File: src/rtl/tile_feat_pkg.sv
`default_nettype none
// ============================================================================
// Module      : tile_feat_pkg
// Description : Shared widths and the tile result record for the tile feature
//               extractor.
// Revision    : 1.0 - initial release
// ============================================================================
package tile_feat_pkg;

    localparam int YPIX_W = 8;
    localparam int IMG_W  = 16;
    localparam int IMG_H  = 8;
    localparam int TILE_W = 4;
    localparam int TILE_H = 4;

    localparam int G_W    = YPIX_W + 1;
    localparam int SUMY_W = YPIX_W + $clog2(TILE_W * TILE_H);
    localparam int SUMG_W = G_W + $clog2(TILE_W * TILE_H);
    localparam int TX_W   = $clog2(IMG_W / TILE_W);
    localparam int TY_W   = $clog2(IMG_H / TILE_H);

    typedef struct packed {
        logic [TX_W-1:0]   tile_x;
        logic [TY_W-1:0]   tile_y;
        logic [SUMY_W-1:0] sum_y;
        logic [SUMG_W-1:0] sum_g;
        logic [G_W-1:0]    max_g;
    } tile_feat_t;

endpackage
`default_nettype wire

File: src/rtl/grad_abs_sum.sv
`default_nettype none
// ============================================================================
// Module      : grad_abs_sum
// Description : Combinational |dx| + |dy| luma gradient with border masking.
// Revision    : 1.0 - initial release
// ============================================================================
module grad_abs_sum #(
    parameter int YPIX_W = tile_feat_pkg::YPIX_W
) (
    input  logic [YPIX_W-1:0] y_cur_i,
    input  logic [YPIX_W-1:0] y_left_i,
    input  logic [YPIX_W-1:0] y_up_i,
    input  logic              first_col_i,
    input  logic              first_row_i,
    output logic [YPIX_W:0]   g_o
);

    logic [YPIX_W-1:0] w_gx;
    logic [YPIX_W-1:0] w_gy;

    // Masks hide the wrap-around left pixel and the previous frame's last row.
    always_comb begin
        w_gx = '0;
        w_gy = '0;
        if (!first_col_i) begin
            w_gx = (y_cur_i >= y_left_i) ? (y_cur_i - y_left_i) : (y_left_i - y_cur_i);
        end
        if (!first_row_i) begin
            w_gy = (y_cur_i >= y_up_i) ? (y_cur_i - y_up_i) : (y_up_i - y_cur_i);
        end
        g_o = {1'b0, w_gx} + {1'b0, w_gy};
    end

endmodule
`default_nettype wire

File: src/rtl/tile_grad_accum.sv
`default_nettype none
// ============================================================================
// Module      : tile_grad_accum
// Description : Reduces a raster pixel-neighbourhood stream into per-tile luma
//               sum, gradient sum and gradient maximum.
// Revision    : 1.0 - initial release
// ============================================================================
module tile_grad_accum #(
    parameter int YPIX_W  = tile_feat_pkg::YPIX_W,
    parameter int IMG_W   = tile_feat_pkg::IMG_W,
    parameter int IMG_H   = tile_feat_pkg::IMG_H,
    parameter int TILE_W  = tile_feat_pkg::TILE_W,
    parameter int TILE_H  = tile_feat_pkg::TILE_H,
    localparam int G_W    = YPIX_W + 1,
    localparam int SUMY_W = YPIX_W + $clog2(TILE_W * TILE_H),
    localparam int SUMG_W = G_W + $clog2(TILE_W * TILE_H),
    localparam int TX_W   = $clog2(IMG_W / TILE_W),
    localparam int TY_W   = $clog2(IMG_H / TILE_H)
) (
    input  logic              clk,
    input  logic              rst_n,
    input  logic              en,
    input  logic              clr,
    input  logic              v2_valid,
    output logic              v2_ready,
    input  logic [YPIX_W-1:0] y_cur,
    input  logic [YPIX_W-1:0] y_left,
    input  logic [YPIX_W-1:0] y_up,
    output logic              t_valid,
    input  logic              t_ready,
    output logic [TX_W-1:0]   tile_x,
    output logic [TY_W-1:0]   tile_y,
    output logic [SUMY_W-1:0] sum_y,
    output logic [SUMG_W-1:0] sum_g,
    output logic [G_W-1:0]    max_g
);

    localparam int NTX    = IMG_W / TILE_W;
    localparam int PX_W   = $clog2(IMG_W);
    localparam int PY_W   = $clog2(IMG_H);
    localparam int LOG_TW = $clog2(TILE_W);
    localparam int LOG_TH = $clog2(TILE_H);
    localparam logic [PX_W-1:0] TW_MASK = PX_W'(TILE_W - 1);
    localparam logic [PY_W-1:0] TH_MASK = PY_W'(TILE_H - 1);
    localparam logic [PX_W-1:0] PX_LAST = PX_W'(IMG_W - 1);
    localparam logic [PY_W-1:0] PY_LAST = PY_W'(IMG_H - 1);

    logic [PX_W-1:0]   px_q, px_d;
    logic [PY_W-1:0]   py_q, py_d;
    logic [SUMY_W-1:0] acc_sy_q [NTX];
    logic [SUMG_W-1:0] acc_sg_q [NTX];
    logic [G_W-1:0]    acc_mg_q [NTX];
    logic [SUMY_W-1:0] sy_d;
    logic [SUMG_W-1:0] sg_d;
    logic [G_W-1:0]    mg_d;

    logic              t_valid_q;
    logic [TX_W-1:0]   tile_x_q;
    logic [TY_W-1:0]   tile_y_q;
    logic [SUMY_W-1:0] sum_y_q;
    logic [SUMG_W-1:0] sum_g_q;
    logic [G_W-1:0]    max_g_q;

    logic              w_accept;
    logic              w_tile_first;
    logic              w_tile_last;
    logic [TX_W-1:0]   w_tx;
    logic [TY_W-1:0]   w_ty;
    logic [G_W-1:0]    w_g;

    // Input stalls whenever a result is held, even if the next beat would not complete a tile.
    assign v2_ready     = en && !clr && (!t_valid_q || t_ready);
    assign w_accept     = v2_valid && v2_ready;
    assign w_tx         = TX_W'(px_q >> LOG_TW);
    assign w_ty         = TY_W'(py_q >> LOG_TH);
    assign w_tile_first = ((px_q & TW_MASK) == '0) && ((py_q & TH_MASK) == '0);
    assign w_tile_last  = ((px_q & TW_MASK) == TW_MASK) && ((py_q & TH_MASK) == TH_MASK);

    grad_abs_sum #(
        .YPIX_W      (YPIX_W)
    ) u_grad (
        .y_cur_i     (y_cur),
        .y_left_i    (y_left),
        .y_up_i      (y_up),
        .first_col_i (px_q == '0),
        .first_row_i (py_q == '0),
        .g_o         (w_g)
    );

    always_comb begin
        px_d = px_q;
        py_d = py_q;
        if (w_accept) begin
            if (px_q == PX_LAST) begin
                px_d = '0;
                py_d = (py_q == PY_LAST) ? '0 : py_q + 1'b1;
            end else begin
                px_d = px_q + 1'b1;
            end
        end
    end

    always_comb begin
        sy_d = SUMY_W'(y_cur);
        sg_d = SUMG_W'(w_g);
        mg_d = w_g;
        if (!w_tile_first) begin
            sy_d = acc_sy_q[w_tx] + SUMY_W'(y_cur);
            sg_d = acc_sg_q[w_tx] + SUMG_W'(w_g);
            if (acc_mg_q[w_tx] > w_g) begin
                mg_d = acc_mg_q[w_tx];
            end
        end
    end

    always_ff @(posedge clk) begin
        if (!rst_n || (en && clr)) begin
            px_q      <= '0;
            py_q      <= '0;
            t_valid_q <= 1'b0;
            tile_x_q  <= '0;
            tile_y_q  <= '0;
            sum_y_q   <= '0;
            sum_g_q   <= '0;
            max_g_q   <= '0;
            for (int i = 0; i < NTX; i++) begin
                acc_sy_q[i] <= '0;
                acc_sg_q[i] <= '0;
                acc_mg_q[i] <= '0;
            end
        end else begin
            if (w_accept) begin
                px_q           <= px_d;
                py_q           <= py_d;
                acc_sy_q[w_tx] <= sy_d;
                acc_sg_q[w_tx] <= sg_d;
                acc_mg_q[w_tx] <= mg_d;
            end
            // A completion on the consuming edge replaces the result and keeps t_valid high.
            if (w_accept && w_tile_last) begin
                t_valid_q <= 1'b1;
                tile_x_q  <= w_tx;
                tile_y_q  <= w_ty;
                sum_y_q   <= sy_d;
                sum_g_q   <= sg_d;
                max_g_q   <= mg_d;
            end else if (en && t_ready) begin
                t_valid_q <= 1'b0;
            end
        end
    end

    assign t_valid = t_valid_q;
    assign tile_x  = tile_x_q;
    assign tile_y  = tile_y_q;
    assign sum_y   = sum_y_q;
    assign sum_g   = sum_g_q;
    assign max_g   = max_g_q;

endmodule
`default_nettype wire
File: config.mk
export PLATFORM = sky130hd
export DESIGN_NAME = tile_grad_accum
export DESIGN_NICKNAME = d
export VERILOG_FILES = /design/src/rtl/tile_feat_pkg.sv /design/src/rtl/grad_abs_sum.sv /design/src/rtl/tile_grad_accum.sv
export SDC_FILE = /design/constraint.sdc
export NUM_CORES = 1
export LEC_CHECK = 0
export CORE_MARGIN = 4
export CORE_UTILIZATION = 43
export DETAILED_ROUTE_END_ITERATION = 6
export PLACE_DENSITY = 0.71
export SYNTH_ARGS = -nofsm -noshare
export SYNTH_HDL_FRONTEND = slang
export SYNTH_SLANG_ARGS = --single-unit
export TNS_END_PERCENT = 1
File: constraint.sdc
create_clock -name clk -period 6.9 [get_ports clk]
set_input_delay 1.38 -clock clk [delete_from_list [all_inputs] [get_ports clk]]
set_output_delay 1.38 -clock clk [all_outputs]
set_load 0.05 [all_outputs]
==> results.toml <==
[status]
outcome = "finished clean"

[detailed_routing]
drt-wirelength-per-cell_um = 18.6
drtPass1Iterations = 5
drc = 0
drt_iter0_markers = 570
wl_um = 26100
drtAntennaViolNets = 0
vias = 7654
vias_per_cell = 5.45

[logic_synthesis]
synth_nets = 1042
ys_warn_count = 0
synth_ff_type = "edfxtp_1"
netlist_instances = 940
synth_edf_count = 136
ys_async_sr_fraction = 0
ys_ff_latch = 183
syn_area_um2 = 10300
post_synth.cell_area_avg_um2 = 10.9
yosys-top-cells-area = "edfxtp_1, dfxtp_1, ha_1, mux4_2, nor2_1"
yosysTopAreaCell = "edfxtp_1"
yosys.cell_types.count = 61
ys_seq_area_frac = 0.490
netlist.area_leader.share = 0.398

[setup_path]
slowest_stage = "clkdlybuf4s50_1"
crit_family = "compound AO/OA/AOI/OAI gates"
cpMostUsedCell = "buf_4"
slowest_delay_ps = 440
critPathKind = "in -> reg"
setup.worst_path.start = "y_cur[0]"
reg2reg_from = "px_q[2]$_SDFFE_PP0P_"
r2r_cells = 15
worstSetupEndpointType = "flop"
crit_required_ps = 7040
cp.arrival_ps = 6740
critPathMaxFanout = 8
cp-start-kind = "primary input"
cp.depth = 28
path_buf_inv = 8

[timing]
timing.final.ws_setup_ps = 305
tightest_slew_ps = 1160
maxSlewViolCount = 0
min_period_over_period = 0.956
max_freq_mhz = 152
post-route-min-period_ps = 6600
max-slew-margin-rel = 0.223
hold_viol = 0
clock_skew_ps = 17.7
setup_violations = 0
fin_tns_setup_ps = 0

[power]
power.density_nw_per_um2 = 201
ir_drop_mv = 0.154
leakage_nw = 4.87

[global_routing]
grt_overflow = 0
antenna_found_initial = 0
grt_pass1_wl_um = 41800
first_global_vias = 7988
track_usage = 0.202
grt_max_degree = 57

[layout]
multi_input_area_um2 = 4980
final_util = 0.536
seq_area_um2 = 5030
diodes = 0
mostFrequentLayoutCells = "nor2_1, edfxtp_1, buf_4"
layout_commonest_cell = "nor2_1"
final_net_count = 1174
fillCellCount = 1987
drive_gt1_frac = 0.189
area_delta_synth_final_pct = 22.6

[die]
boundaryPins = 69
die_x_um = 162
start_util = 0.437
rows = 56
die_h_um = 162
die_area_um2 = 26400
core-area_um2 = 23500

[place]
place_hpwl_um = 17500
numPortBuffers = 68
dpl_worst_slack_ps = -341
gp_congestion = 0.880

[clocking]
cts.sinks = 183
clock_latency_ps = 440
clock_path_buffers = 2
path_clk_slew_ps = 70
clockRootBuffer = "clkbuf_16"
cts_tree = "built"
cts_made_buffers = 17
cts.htree.levels = 4
cts_hold_buf = 0

[worst_hold_path]
worst_hold_path_type = "reg -> reg"
min_path_cells = 2
min-delay-start = "tile_x[1]$_SDFFE_PP0P_"

[run]
max_cap_violations = 0
-- path summary, 6_finish.rpt --
kind | endpoint | slack (ps)
worst min register to register | tile_x[1]$_SDFFE_PP0P_ | 460
worst max register to register | acc_sg_q[2][12]$_SDFFCE_PN0P_ | 2170
worst min-delay path | tile_x[1]$_SDFFE_PP0P_ | 460
worst max-delay path | acc_mg_q[3][8]$_DFFE_PP_ | 300
-- Yosys cell counts (3+ instances only) --
| cell | count |
|---|---|
| nor3_1 | 12 |
| o211ai_1 | 6 |
| fa_1 | 7 |
| and3_1 | 4 |
| dfxtp_1 | 47 |
| mux2_2 | 5 |
| a21oi_1 | 55 |
| a21o_1 | 13 |
| or3_1 | 8 |
| xnor2_1 | 18 |
| buf_1 | 5 |
| o21bai_1 | 3 |
| a211oi_1 | 20 |
| edfxtp_1 | 136 |
| and2_1 | 4 |
| nand2_1 | 50 |
| a31oi_1 | 4 |
| buf_2 | 6 |
| or2_2 | 9 |
| o21a_1 | 4 |
| ha_1 | 65 |
| clkbuf_1 | 35 |
| nand2b_1 | 5 |
| o21ai_1 | 5 |
| nor2_1 | 176 |
| mux2i_2 | 4 |
| xor2_1 | 20 |
| nand3_1 | 16 |
| mux4_2 | 34 |
| inv_1 | 61 |
| nor2b_1 | 9 |
| mux2i_1 | 14 |
| o21ai_0 | 46 |
-- metal layers --
layer | vias to the layer above | routed length [um] | global-route usage
met3 | 40 | 1730 | 0.0357
met2 | 276 | 12600 | 0.340
met5 | - | 0 | 0
li1 | 3615 | - | -
met4 | 0 | 512 | 0.0673
met1 | 3723 | 11300 | 0.265
-- power breakdown --
| group | internal (mW) | total, mW | switching, mW |
|---|---|---|---|
| clock network | 0.518 | 0.936 | 0.418 |
| registers | 1.22 | 1.23 | 0.0105 |
| logic | 0.158 | 0.358 | 0.200 |
-- through the flow --
step / hold slack [ps] / instances / instance area (um^2) / total power, mW
after floorplan: 462 / 940 / 10300 / 1.46
after global placement: 444 / 1370 / 11900 / 1.59
after detailed placement: 451 / 1370 / 11900 / 1.59
after CTS: 459 / 1402 / 12400 / 2.51
after global routing: 482 / 1404 / 12600 / 2.61
final: 459 / 1404 / 12600 / 2.52
-- flip-flops by register name (all words and copies together) (netlist names), named ones only --
name / flops
px_q: 4
sum_g: 13
py_q: 3
max_g: 9
tile_x: 2
acc_mg_q: 36
sum_y: 12
t_valid: 1
tile_y: 1
acc_sy_q: 48
acc_sg_q: 52
-- worst reg2reg max path, stage by stage (launching register included) --
cell       delay, ps
dfxtp_1          400
or2_2            410
nor2_1           570
nor2_1            90
ha_1             420
ha_1             310
fa_1             410
a21o_1           180
a21o_1           200
a21oi_2          230
nand2b_1         130
a2111oi_4        410
a211oi_2         110
o2111ai_2        220
xor2_2           260
nor3_1            90
-- what timing repair did --
action | CTS | global route
setup buffers | 0 | 2
setup endpoints to repair | 0 | 69
resized for setup | 0 | 25
-- cell families after synthesis --
family,count (synthesis),synth area share
xor+xnor,39,0.0351
flops,183,0.490
buf+inv,108,0.0410
fa+ha+maj,72,0.0929
compound gates,180,0.114
mux,58,0.101
simple gates,300,0.126
-- cell type report --
| cell class | instances | share of cell area |
|---|---|---|
| Timing Repair Buffer | 160 | 0.110 |
| Clock inverter | 8 | 0.00477 |
| Sequential cell | 183 | 0.400 |
| Multi-Input combinational cell | 649 | 0.396 |
| Clock buffer | 24 | 0.0401 |
| Inverter | 61 | 0.0182 |
| Tap cell | 319 | 0.0317 |
Note: power is estimated with default switching activity, not from simulation.
